### config.mk
export PLATFORM = sky130hd
export DESIGN_NAME = sb_rx_deserializer_flat
export DESIGN_NICKNAME = d
export VERILOG_FILES = /design/src/rtl/sb_rx_deserializer_pkg.sv /design/src/rtl/sb_rx_deserializer_if.sv /design/src/rtl/sb_rx_deserializer_pattern_detector.sv /design/src/rtl/sb_rx_deserializer.sv /design/src/flat_wrapper.sv
export SDC_FILE = /design/constraint.sdc
export NUM_CORES = 1
export LEC_CHECK = 0
export ABC_AREA = 0
export BUFFER_PORTS_ARGS = -buffer_cell sky130_fd_sc_hd__buf_2
export CAP_MARGIN = 0
export CORE_MARGIN = 2
export CORE_UTILIZATION = 60
export CTS_CLUSTER_SIZE = 28
export DETAILED_ROUTE_END_ITERATION = 7
export PLACE_DENSITY_LB_ADDON = 0.25
export SYNTH_ARGS = -nofsm -noshare
export SYNTH_HDL_FRONTEND = slang
export SYNTH_SLANG_ARGS = --single-unit
### constraint.sdc
create_clock -name clk_800MHz -period 5.2 [get_ports clk_800MHz]
set_input_delay 0.26 -clock clk_800MHz [delete_from_list [all_inputs] [get_ports clk_800MHz]]
set_output_delay 0.26 -clock clk_800MHz [all_outputs]
set_load 0.1 [all_outputs]
### src/rtl/sb_rx_deserializer_pkg.sv
// sb_rx_deserializer_pkg: sideband word layout, clock patterns and pattern-search states
package sb_rx_deserializer_pkg;
  localparam int SB_PKT_W = 64;
  localparam logic [SB_PKT_W-1:0] SB_CLK_PATTERN_A = 64'h5555_5555_5555_5555;
  localparam logic [SB_PKT_W-1:0] SB_CLK_PATTERN_B = 64'hAAAA_AAAA_AAAA_AAAA;
  localparam int SB_CP_BIT = 63;
  localparam int SB_DP_BIT = 62;
  localparam int SB_OPCODE_MSB = 4;
  localparam int SB_OPCODE_LSB = 0;
  localparam int SB_MSGCODE_MSB = 21;
  localparam int SB_MSGCODE_LSB = 14;
  typedef enum logic {SB_SEARCH = 1'b0, SB_LOCKED = 1'b1} sb_pat_state_e;
  function automatic logic sb_parity_err(input logic [SB_PKT_W-1:0] w);
    return (^w[SB_DP_BIT-1:0]) != w[SB_CP_BIT];
  endfunction
endpackage

### src/rtl/sb_rx_deserializer_if.sv
// sb_rx_deserializer_if: control, serial input and word/pattern outputs of the SB receiver
interface sb_rx_deserializer_if
  import sb_rx_deserializer_pkg::*;
#(
  parameter int PKT_W = SB_PKT_W,
  parameter int ERR_CNT_W = 8
);
  logic enable_i;
  logic mode_i;
  logic SB_dataPin_RX_i;
  logic pattern_detect_o;
  logic pattern_lock_o;
  logic [PKT_W-1:0] pkt_data_o;
  logic pkt_toggle_o;
  logic pkt_parity_err_o;
  logic [ERR_CNT_W-1:0] err_cnt_o;
  modport master(
    output enable_i, mode_i, SB_dataPin_RX_i,
    input pattern_detect_o, pattern_lock_o, pkt_data_o, pkt_toggle_o, pkt_parity_err_o, err_cnt_o
  );
  modport slave(
    input enable_i, mode_i, SB_dataPin_RX_i,
    output pattern_detect_o, pattern_lock_o, pkt_data_o, pkt_toggle_o, pkt_parity_err_o, err_cnt_o
  );
endinterface

### src/rtl/sb_rx_deserializer_pattern_detector.sv
// sb_pattern_detector: non-overlapping 64-UI clock-pattern search with consecutive-hit lock
module sb_pattern_detector
  import sb_rx_deserializer_pkg::*;
#(
  parameter int PKT_W = SB_PKT_W,
  parameter int PATTERN_LOCK_CNT = 2
) (
  input  logic             clk_800MHz,
  input  logic             reset_n,
  input  logic             active_i,
  input  logic [PKT_W-1:0] next_sr_i,
  output logic             detect_o,
  output logic             lock_o
);
  localparam int FW = $clog2(PKT_W);
  localparam int KW = $clog2(PATTERN_LOCK_CNT + 1);
  sb_pat_state_e state_q, state_d;
  logic [FW-1:0] fill_q, fill_d;
  logic [KW-1:0] consec_q, consec_d;
  logic detect_q, detect_d;
  logic full, hit;
  always_comb begin
    full = &fill_q;
    hit = active_i && full && (next_sr_i == SB_CLK_PATTERN_A || next_sr_i == SB_CLK_PATTERN_B);
    detect_d = hit;
    fill_d = (!active_i || hit) ? '0 : full ? fill_q : fill_q + 1'b1;
    consec_d = !active_i ? '0
             : hit ? ((consec_q == KW'(PATTERN_LOCK_CNT)) ? consec_q : consec_q + 1'b1)
             : full ? '0 : consec_q;
    state_d = !active_i ? SB_SEARCH : (consec_d == KW'(PATTERN_LOCK_CNT)) ? SB_LOCKED : state_q;
  end
  always_ff @(posedge clk_800MHz or negedge reset_n) begin
    if (!reset_n) begin
      state_q <= SB_SEARCH;
      fill_q <= '0;
      consec_q <= '0;
      detect_q <= 1'b0;
    end else begin
      state_q <= state_d;
      fill_q <= fill_d;
      consec_q <= consec_d;
      detect_q <= detect_d;
    end
  end
  assign detect_o = detect_q;
  assign lock_o = state_q == SB_LOCKED;
endmodule

### src/rtl/sb_rx_deserializer.sv
// sb_rx_deserializer: SB data pin to 64-bit words with toggle handoff, plus SBINIT pattern lock
module sb_rx_deserializer
  import sb_rx_deserializer_pkg::*;
#(
  parameter int PKT_W = SB_PKT_W,
  parameter int PATTERN_LOCK_CNT = 2,
  parameter int ERR_CNT_W = 8
) (
  input logic clk_800MHz,
  input logic reset_n,
  sb_rx_deserializer_if.slave sb
);
  localparam int CW = $clog2(PKT_W);
  logic mode_prev_q;
  logic [PKT_W-1:0] sr_q, sr_d, next_sr, pkt_data_q, pkt_data_d;
  logic [CW-1:0] bit_cnt_q, bit_cnt_d;
  logic pkt_toggle_q, pkt_toggle_d, pkt_parity_err_q, pkt_parity_err_d;
  logic [ERR_CNT_W-1:0] err_cnt_q, err_cnt_d;
  logic clear, fire, perr, pat_active;
  always_comb begin
    clear = !sb.enable_i || (sb.mode_i != mode_prev_q);
    pat_active = !clear && !sb.mode_i;
    next_sr = {sb.SB_dataPin_RX_i, sr_q[PKT_W-1:1]};
    sr_d = clear ? sr_q : next_sr;
    bit_cnt_d = (clear || !sb.mode_i) ? '0 : bit_cnt_q + 1'b1;
    fire = !clear && sb.mode_i && (&bit_cnt_q);
    perr = sb_parity_err(next_sr);
    pkt_data_d = fire ? next_sr : pkt_data_q;
    pkt_toggle_d = fire ? !pkt_toggle_q : pkt_toggle_q;
    pkt_parity_err_d = fire ? perr : pkt_parity_err_q;
    err_cnt_d = (fire && perr && !(&err_cnt_q)) ? err_cnt_q + 1'b1 : err_cnt_q;
  end
  always_ff @(posedge clk_800MHz or negedge reset_n) begin
    if (!reset_n) begin
      mode_prev_q <= 1'b0;
      sr_q <= '0;
      bit_cnt_q <= '0;
      pkt_data_q <= '0;
      pkt_toggle_q <= 1'b0;
      pkt_parity_err_q <= 1'b0;
      err_cnt_q <= '0;
    end else begin
      mode_prev_q <= sb.mode_i;
      sr_q <= sr_d;
      bit_cnt_q <= bit_cnt_d;
      pkt_data_q <= pkt_data_d;
      pkt_toggle_q <= pkt_toggle_d;
      pkt_parity_err_q <= pkt_parity_err_d;
      err_cnt_q <= err_cnt_d;
    end
  end
  sb_pattern_detector #(.PKT_W(PKT_W), .PATTERN_LOCK_CNT(PATTERN_LOCK_CNT)) u_pat (
    .clk_800MHz(clk_800MHz),
    .reset_n(reset_n),
    .active_i(pat_active),
    .next_sr_i(next_sr),
    .detect_o(sb.pattern_detect_o),
    .lock_o(sb.pattern_lock_o)
  );
  assign sb.pkt_data_o = pkt_data_q;
  assign sb.pkt_toggle_o = pkt_toggle_q;
  assign sb.pkt_parity_err_o = pkt_parity_err_q;
  assign sb.err_cnt_o = err_cnt_q;
endmodule

### src/flat_wrapper.sv
// flat-port wrapper written by rule: the top's interface ports become plain ports
module sb_rx_deserializer_flat import sb_rx_deserializer_pkg::*;
#(
  parameter int PKT_W = SB_PKT_W,
  parameter int PATTERN_LOCK_CNT = 2,
  parameter int ERR_CNT_W = 8
)
  (clk_800MHz, reset_n, sb_enable_i, sb_mode_i, sb_SB_dataPin_RX_i, sb_pattern_detect_o, sb_pattern_lock_o, sb_pkt_data_o, sb_pkt_toggle_o, sb_pkt_parity_err_o, sb_err_cnt_o);
  sb_rx_deserializer_if #(.PKT_W(PKT_W), .ERR_CNT_W(ERR_CNT_W)) sb_i ();
  input logic clk_800MHz;
  input logic reset_n;
  input wire logic [$bits(sb_i.enable_i)-1:0] sb_enable_i;
  input wire logic [$bits(sb_i.mode_i)-1:0] sb_mode_i;
  input wire logic [$bits(sb_i.SB_dataPin_RX_i)-1:0] sb_SB_dataPin_RX_i;
  output wire logic [$bits(sb_i.pattern_detect_o)-1:0] sb_pattern_detect_o;
  output wire logic [$bits(sb_i.pattern_lock_o)-1:0] sb_pattern_lock_o;
  output wire logic [$bits(sb_i.pkt_data_o)-1:0] sb_pkt_data_o;
  output wire logic [$bits(sb_i.pkt_toggle_o)-1:0] sb_pkt_toggle_o;
  output wire logic [$bits(sb_i.pkt_parity_err_o)-1:0] sb_pkt_parity_err_o;
  output wire logic [$bits(sb_i.err_cnt_o)-1:0] sb_err_cnt_o;
  assign sb_i.enable_i = sb_enable_i;
  assign sb_i.mode_i = sb_mode_i;
  assign sb_i.SB_dataPin_RX_i = sb_SB_dataPin_RX_i;
  assign sb_pattern_detect_o = sb_i.pattern_detect_o;
  assign sb_pattern_lock_o = sb_i.pattern_lock_o;
  assign sb_pkt_data_o = sb_i.pkt_data_o;
  assign sb_pkt_toggle_o = sb_i.pkt_toggle_o;
  assign sb_pkt_parity_err_o = sb_i.pkt_parity_err_o;
  assign sb_err_cnt_o = sb_i.err_cnt_o;
  sb_rx_deserializer #(.PKT_W(PKT_W), .PATTERN_LOCK_CNT(PATTERN_LOCK_CNT), .ERR_CNT_W(ERR_CNT_W)) u_core (.clk_800MHz(clk_800MHz), .reset_n(reset_n), .sb(sb_i));
endmodule
==> results of run 1 <==
## report_power, final
part	total (mW)	internal (mW)	switching, mW
combinational	1.82	0.835	0.987
sequential	1.54	1.35	0.184
clock	1.09	0.650	0.439
## placed cells by master, fill, tap and decap left out, types with 32 or more instances in the layout
master | synthesis | layout
mux2_2 | 68 | 68
dfrtp_1 | 154 | 154
ha_1 | 66 | 66
o21ai_0 | 65 | 65
nand2_1 | 71 | 70
inv_1 | 68 | 68
buf_2 | 3 | 79
xnor2_1 | 32 | 32
## layout make-up
class	count	area, µm²	area share, %
clock buffers	26	499.2	6.038
clock inverters	3	15.01	0.1816
inverters	68	255.2	3.087
multi-input cells	385	3017	36.49
flip-flops and latches	154	3854	46.61
well taps	143	178.9	2.164
repair buffers	85	449.2	5.433
## per-layer routing
| layer | share of wire, % | vias up | wire length [µm] |
|---|---|---|---|
| li1 | - | 2250 | - |
| met1 | 45 | 2293 | 6184 |
| met2 | 49 | 90 | 6745 |
| met3 | 3.8 | 23 | 519 |
| met4 | 1.8 | 0 | 251 |
| met5 | 0 | - | 0 |
## cells in the mapped netlist, types with 2 or more instances
master    count  area, µm²
dfrtp_1     154       3854
xnor2_1      32      280.3
nor2_1       17      63.81
nor4_1        4      25.02
nand2_1      71      266.5
mux2_2       68      765.7
mux2i_1       2      20.02
nand3_1      10      50.05
o21ai_0      65      325.3
inv_1        68      255.2
nand4_1      17      106.4
xor2_1       10      87.58
nor3b_1       3      22.52
ha_1         66      825.8
nor3_1        2      10.01
clkbuf_1     17      63.81
and3_1        5      31.28
buf_2         3      15.01
## state kept, by name, summed over array words and instances, names as in the netlist
| name | flops |
|---|---|
| u_core.sb.err_cnt_o | 8 |
| u_core.sb.pkt_data_o | 64 |
| u_core.u_pat.detect_o | 1 |
| u_core.sr_q | 63 |
| u_core.u_pat.consec_q | 2 |
| u_core.sb.pkt_toggle_o | 1 |
| u_core.sb.pkt_parity_err_o | 1 |
| u_core.bit_cnt_q | 6 |
| u_core.mode_prev_q | 1 |
| u_core.u_pat.lock_o | 1 |
| u_core.u_pat.fill_q | 6 |
## metrics by stage
| step | hold slack [ns] | util [%] | std cells | power, mW | worst slack, ns |
|---|---|---|---|---|---|
| after floorplan | -0.03559 | - | 627 | 3.010 | 2.936 |
| after global placement | 0.4057 | 66.87 | 833 | 3.341 | 2.659 |
| after detailed placement | 0.4032 | 66.87 | 833 | 3.376 | 2.501 |
| after CTS | 0.2180 | 71.49 | 864 | 4.482 | 2.457 |
| after global routing | 0.2478 | 71.49 | 864 | 4.679 | 2.211 |
| final | 0.2317 | 71.49 | 864 | 4.450 | 2.390 |
## worst paths after layout
path / slack, ns / end / cells after the start
max: 2.39 / u_core.sb.err_cnt_o[7] / 9
min: 0.23 / u_core.sr_q[63] / 2
max reg2reg: 2.46 / u_core.sb.err_cnt_o[7] / 8
min reg2reg: 0.47 / u_core.sb.pkt_toggle_o / 1
max in group asynchronous: 3.43 / u_core.sr_q[39] / 3
min in group asynchronous: 0.50 / u_core.sr_q[5] / 2
## cell families (layout without fill, tap and decap cells)
group,after synthesis,after routing
flip-flops,154,154
multiplexers,71,71
AND/OR/NAND/NOR,135,135
XOR/XNOR,43,43
buffers and inverters,88,182
adder cells (fa/ha/maj),66,66
AO/OA/AOI/OAI,70,70
## repair_timing
action,CTS,global route
gates resized for setup,0,0
hold endpoints to repair,97,0
hold buffers,2,0
setup endpoints to repair,0,0
==> out/metrics.cfg, run 1 <==
[floorplan]
core_mm2=0.01156
die_y_um=113.5
die_w_um=113.5
pin_count=81
start_util_pct=62.22
die-area_mm2=0.01288
num_rows=39

[setup_path]
reg2reg_from=u_core.bit_cnt_q[0]
cpLargestDelayFamily=buffers and inverters
worst_setup_path_end_kind=register
arrival_ns=3.16
crit_slowest_cell=buf_4
critPathKind=in2reg
startpoint=sb_mode_i
crit_path_start_kind=primary input
worst_path_largest_cell_delay_ns=0.70
path_cells=dlygate4sd3_1 > buf_2 > nand3_1 > nor3_4 > buf_4 > and2_2 > nand4_1 > nor3b_1 > xor2_1
crit_required_ns=5.55
path_max_fanout=69
crit_buf_inv=3

[synth]
synth_seq_cells=154
yosysUniqueCellTypes=31
synth-adder-area-share_pct=11.48
synth_edf_count=0
muxShareOfSynthArea_pct=11.13
netlist_instances=627
synth_compound_area_share_pct=5.130
syn_nets=698
postSynthAreaPerCell_um2=11.48
yosysSeqAreaShare_pct=53.56
synth_ff_type=dfrtp_1
yosysWarnings=0
synth-simple-area-share_pct=8.729
synth_xor_area_share_pct=5.338
ys_async_sr_fraction_pct=100.0
synth_top_family_by_area=adder cells
syn-cell-area_mm2=0.007196

[timing]
setup_violations=0
slew_headroom_pct=28.05
drv_slew=0
rsz0062_at_grt=false
clock.fmax_mhz=355.9
tightest_slew_ns=1.075
fin_crit_sh_pct=54.03
min_period_ns=2.810
hold_viol_final=0
fin_skew_ns=0.005644
finalSetupTns_ns=0

[power]
ir_drop_mv=0.8080
powerDensity_mw_per_mm2=538.2
power.leakage_nw=4.224

[drt]
drtAntennaViolNets=0
vias=4656
vias_per_cell=5.389
wl_um=13700
wire_per_inst_um=15.86
remaining_drc_errors=0
drtIter0Drc=287
first_pass_iters=4

[min_path]
hp-class=in2reg
min_from=sb_SB_dataPin_RX_i

[placement]
dpl-instance-area_mm2=0.007734
io_buffers=80
dp.final_hpwl_um=9515
gp_congestion=0.8104

[grt]
grt_overflow=0
first_global_vias=4762
grt_util_met1_pct=31.04
grt_max_degree=98
grt_pass1_wl_um=23430
antenna_found_initial=0
grtUsageMet3_pct=4.676
grt-busiest-layer=met2
met2_usage_pct=38.08
grt_util_all_layers_pct=23.24

[clock_network]
clk_latency_ns=0.42
cts_tree=done
clkTransAtPathRegs_ns=0.06
clock_path_buffers=2
clkSinkCount=154
htree_levels=4
numCtsBuffers=17
postCtsSetupBuffers=0
ctsRootBufferMaster=clkbuf_16

[job]
maxCapViolations=0

[outcome]
status=finished clean

[finish]
stdcell_area_mm2=0.008268
fillerInstances=809
fin_nets=782
antennaDiodeCount=0
area_growth_pct=14.90
drive_above_1_share_pct=25.24

Power figures use the tool's default switching activity.
==> run 2: changes to the inputs <==
Settings changed: CORE_UTILIZATION 60 to 59.
Clock period 5.2 ns to 2.8 ns, I/O delays scaled along.
==> out/metrics.cfg, run 2 (synthesis results as in run 1) <==
[grt]
grt_pass1_wl_um=24230  ; +3.4%
antenna_found_initial=0  ; unchanged
grt_overflow=0  ; unchanged
first_global_vias=4967  ; +4.3%
grt_max_degree=70  ; -29%
grt_util_all_layers_pct=24.17  ; +0.93 points

[setup_path]
crit_buf_inv=1  ; -2
path_cells=inv_1 > ha_1 > xnor2_1 > xnor2_1 > xnor2_1 > xnor2_1 > xnor2_2 > nand2b_4 > mux2_4
crit_required_ns=3.11  ; -2.44 ns
critPathKind=reg2reg
crit_slowest_cell=dfrtp_1
path_max_fanout=8  ; -88%
crit_path_start_kind=register
cpMostUsedCell=xnor2_1
cpLargestDelayFamily=XOR/XNOR gates
worst_setup_path_end_kind=register
arrival_ns=2.87  ; -0.29 ns
worst_path_largest_cell_delay_ns=0.41  ; -0.29 ns

[clock_network]
clk_latency_ns=0.43  ; about the same
cts_resized=0  ; unchanged
cts_tree=done
clkSinkCount=154  ; unchanged
numCtsBuffers=17  ; unchanged
htree_levels=4  ; unchanged
clock_path_buffers=2  ; unchanged
clkTransAtPathRegs_ns=0.06  ; about the same
ctsRootBufferMaster=clkbuf_16

[floorplan]
die-area_mm2=0.01310  ; +1.6%
num_rows=40  ; +2.6%
die_y_um=114.4  ; +0.81%
core_mm2=0.01196  ; +3.4%
die_w_um=114.4  ; +0.81%
pin_count=81  ; unchanged
start_util_pct=60.16  ; -2.1 points

[drt]
wl_met3_um=640  ; +23%
wl_um=14340  ; +4.7%
remaining_drc_errors=0  ; unchanged
drtIter0Drc=280  ; -2.4%
wl_met2_um=7096  ; +5.2%
vias_per_cell=5.390  ; about the same
wire_per_inst_um=16.41  ; +3.5%
highest_layer=met4
wl_met1_um=6246  ; +1.0%
drtAntennaViolNets=0  ; unchanged
first_pass_iters=4  ; unchanged
vias=4711  ; +1.2%

[timing]
fin_crit_sh_pct=91.34
clock.fmax_mhz=391.0
finalSetupTns_ns=0  ; unchanged
slew_headroom_pct=60.64  ; +33 points
fin_skew_ns=0.01022  ; +0.004578 ns
rsz0062_at_grt=false
holdWs_ns=0.1046  ; -0.1271 ns
tightest_slew_ns=0.5849  ; -0.4905 ns
hold_viol_final=0  ; unchanged
setup_violations=0  ; unchanged
drv_slew=0  ; unchanged
min_period_ns=2.557

[placement]
io_buffers=80  ; unchanged
dp.final_hpwl_um=10140  ; +6.6%
gp_congestion=0.7810  ; -3.6%

[finish]
fin_nets=786  ; +0.51%
final_cell_mix=dfrtp_1 (154), buf_2 (79), nand2_1 (70)
largest_reg_flops=64  ; unchanged
fillerInstances=877  ; +8.4%
drive_above_1_share_pct=26.27  ; +1.0 points
antennaDiodeCount=0  ; unchanged
area_growth_pct=16.68
final_common_cell=dfrtp_1

[job]
maxCapViolations=0  ; unchanged

[power]
powerDensity_mw_per_mm2=961.2  ; +79%
power.leakage_nw=4.291  ; +1.6%
ir_drop_mv=1.214  ; +50%

[outcome]
status=finished clean

[min_path]
hp-class=in2reg

==> run 2: cell types whose count changed in the layout (fill, tap and decap cells not counted) <==
| cell | change |
|---|---|
| buf_12 | +1 |
| buf_4 | +3 |
| clkbuf_8 | -1 |
| bufinv_16 | +3 |
| clkbuf_1 | -3 |
| clkinv_2 | +3 |
==> run 2: repair_timing <==
item | 4_1_cts | 5_1_grt
buffers inserted | 0 | 0
hold buffers | 2 | 0
hold endpoints to repair | 55 | 0
==> run 2: layout make-up <==
type                    count  area (µm²)  share of cell area [%]
multi-input cells         385        3017                   35.93
inverters                  68       255.2                   3.040
clock buffers              22       474.2                   5.648
repair buffers             89       491.7                   5.857
clock inverters             9       120.1                   1.431
well taps                 147       183.9                   2.191
flip-flops and latches    154        3854                   45.90
==> run 2: routing by layer <==
| layer | global-route usage (%) | vias to the layer above |
|---|---|---|
| li1 | - | 2254 |
| met1 | 30.29 | 2323 |
| met2 | 39.57 | 109 |
| met3 | 6.458 | 25 |
| met4 | 10.73 | 0 |
| met5 | 0 | - |
==> run 2: path summary, 6_finish.rpt <==
kind | start | to | slack (ns) | cells past startpoint
max | u_core.sr_q[19] | u_core.sb.err_cnt_o[1] | 0.24 | 9
min | sb_SB_dataPin_RX_i | u_core.sb.pkt_data_o[63] | 0.10 | 2
max reg2reg | u_core.sr_q[19] | u_core.sb.err_cnt_o[1] | 0.24 | 9
min reg2reg | u_core.sb.pkt_toggle_o | u_core.sb.pkt_toggle_o | 0.46 | 1
max in group asynchronous | reset_n | u_core.sb.pkt_data_o[54] | 1.74 | 3
min in group asynchronous | reset_n | u_core.sb.pkt_data_o[5] | 0.25 | 2
==> run 2: power breakdown <==
group	leakage (nW)	internal, mW	switching (mW)
clock network	0.299	1.46	0.852
registers	2.11	2.51	0.345
logic	1.88	1.33	1.58
==> run 2: per-stage QoR <==
stage          cells  instance area, µm²  util, %  setup WS [ns]  power, mW
4_1_cts          874                8396    70.19         0.2319      8.153
6_report         874                8396    70.19         0.2426      8.070
2_1_floorplan    627                7196        -         0.5361      5.338
5_1_grt          874                8396    70.19        0.08567      8.487
3_5_place_dp     841                7781    65.05         0.2427      5.813
3_3_place_gp     841                7781    65.05         0.3204      5.756
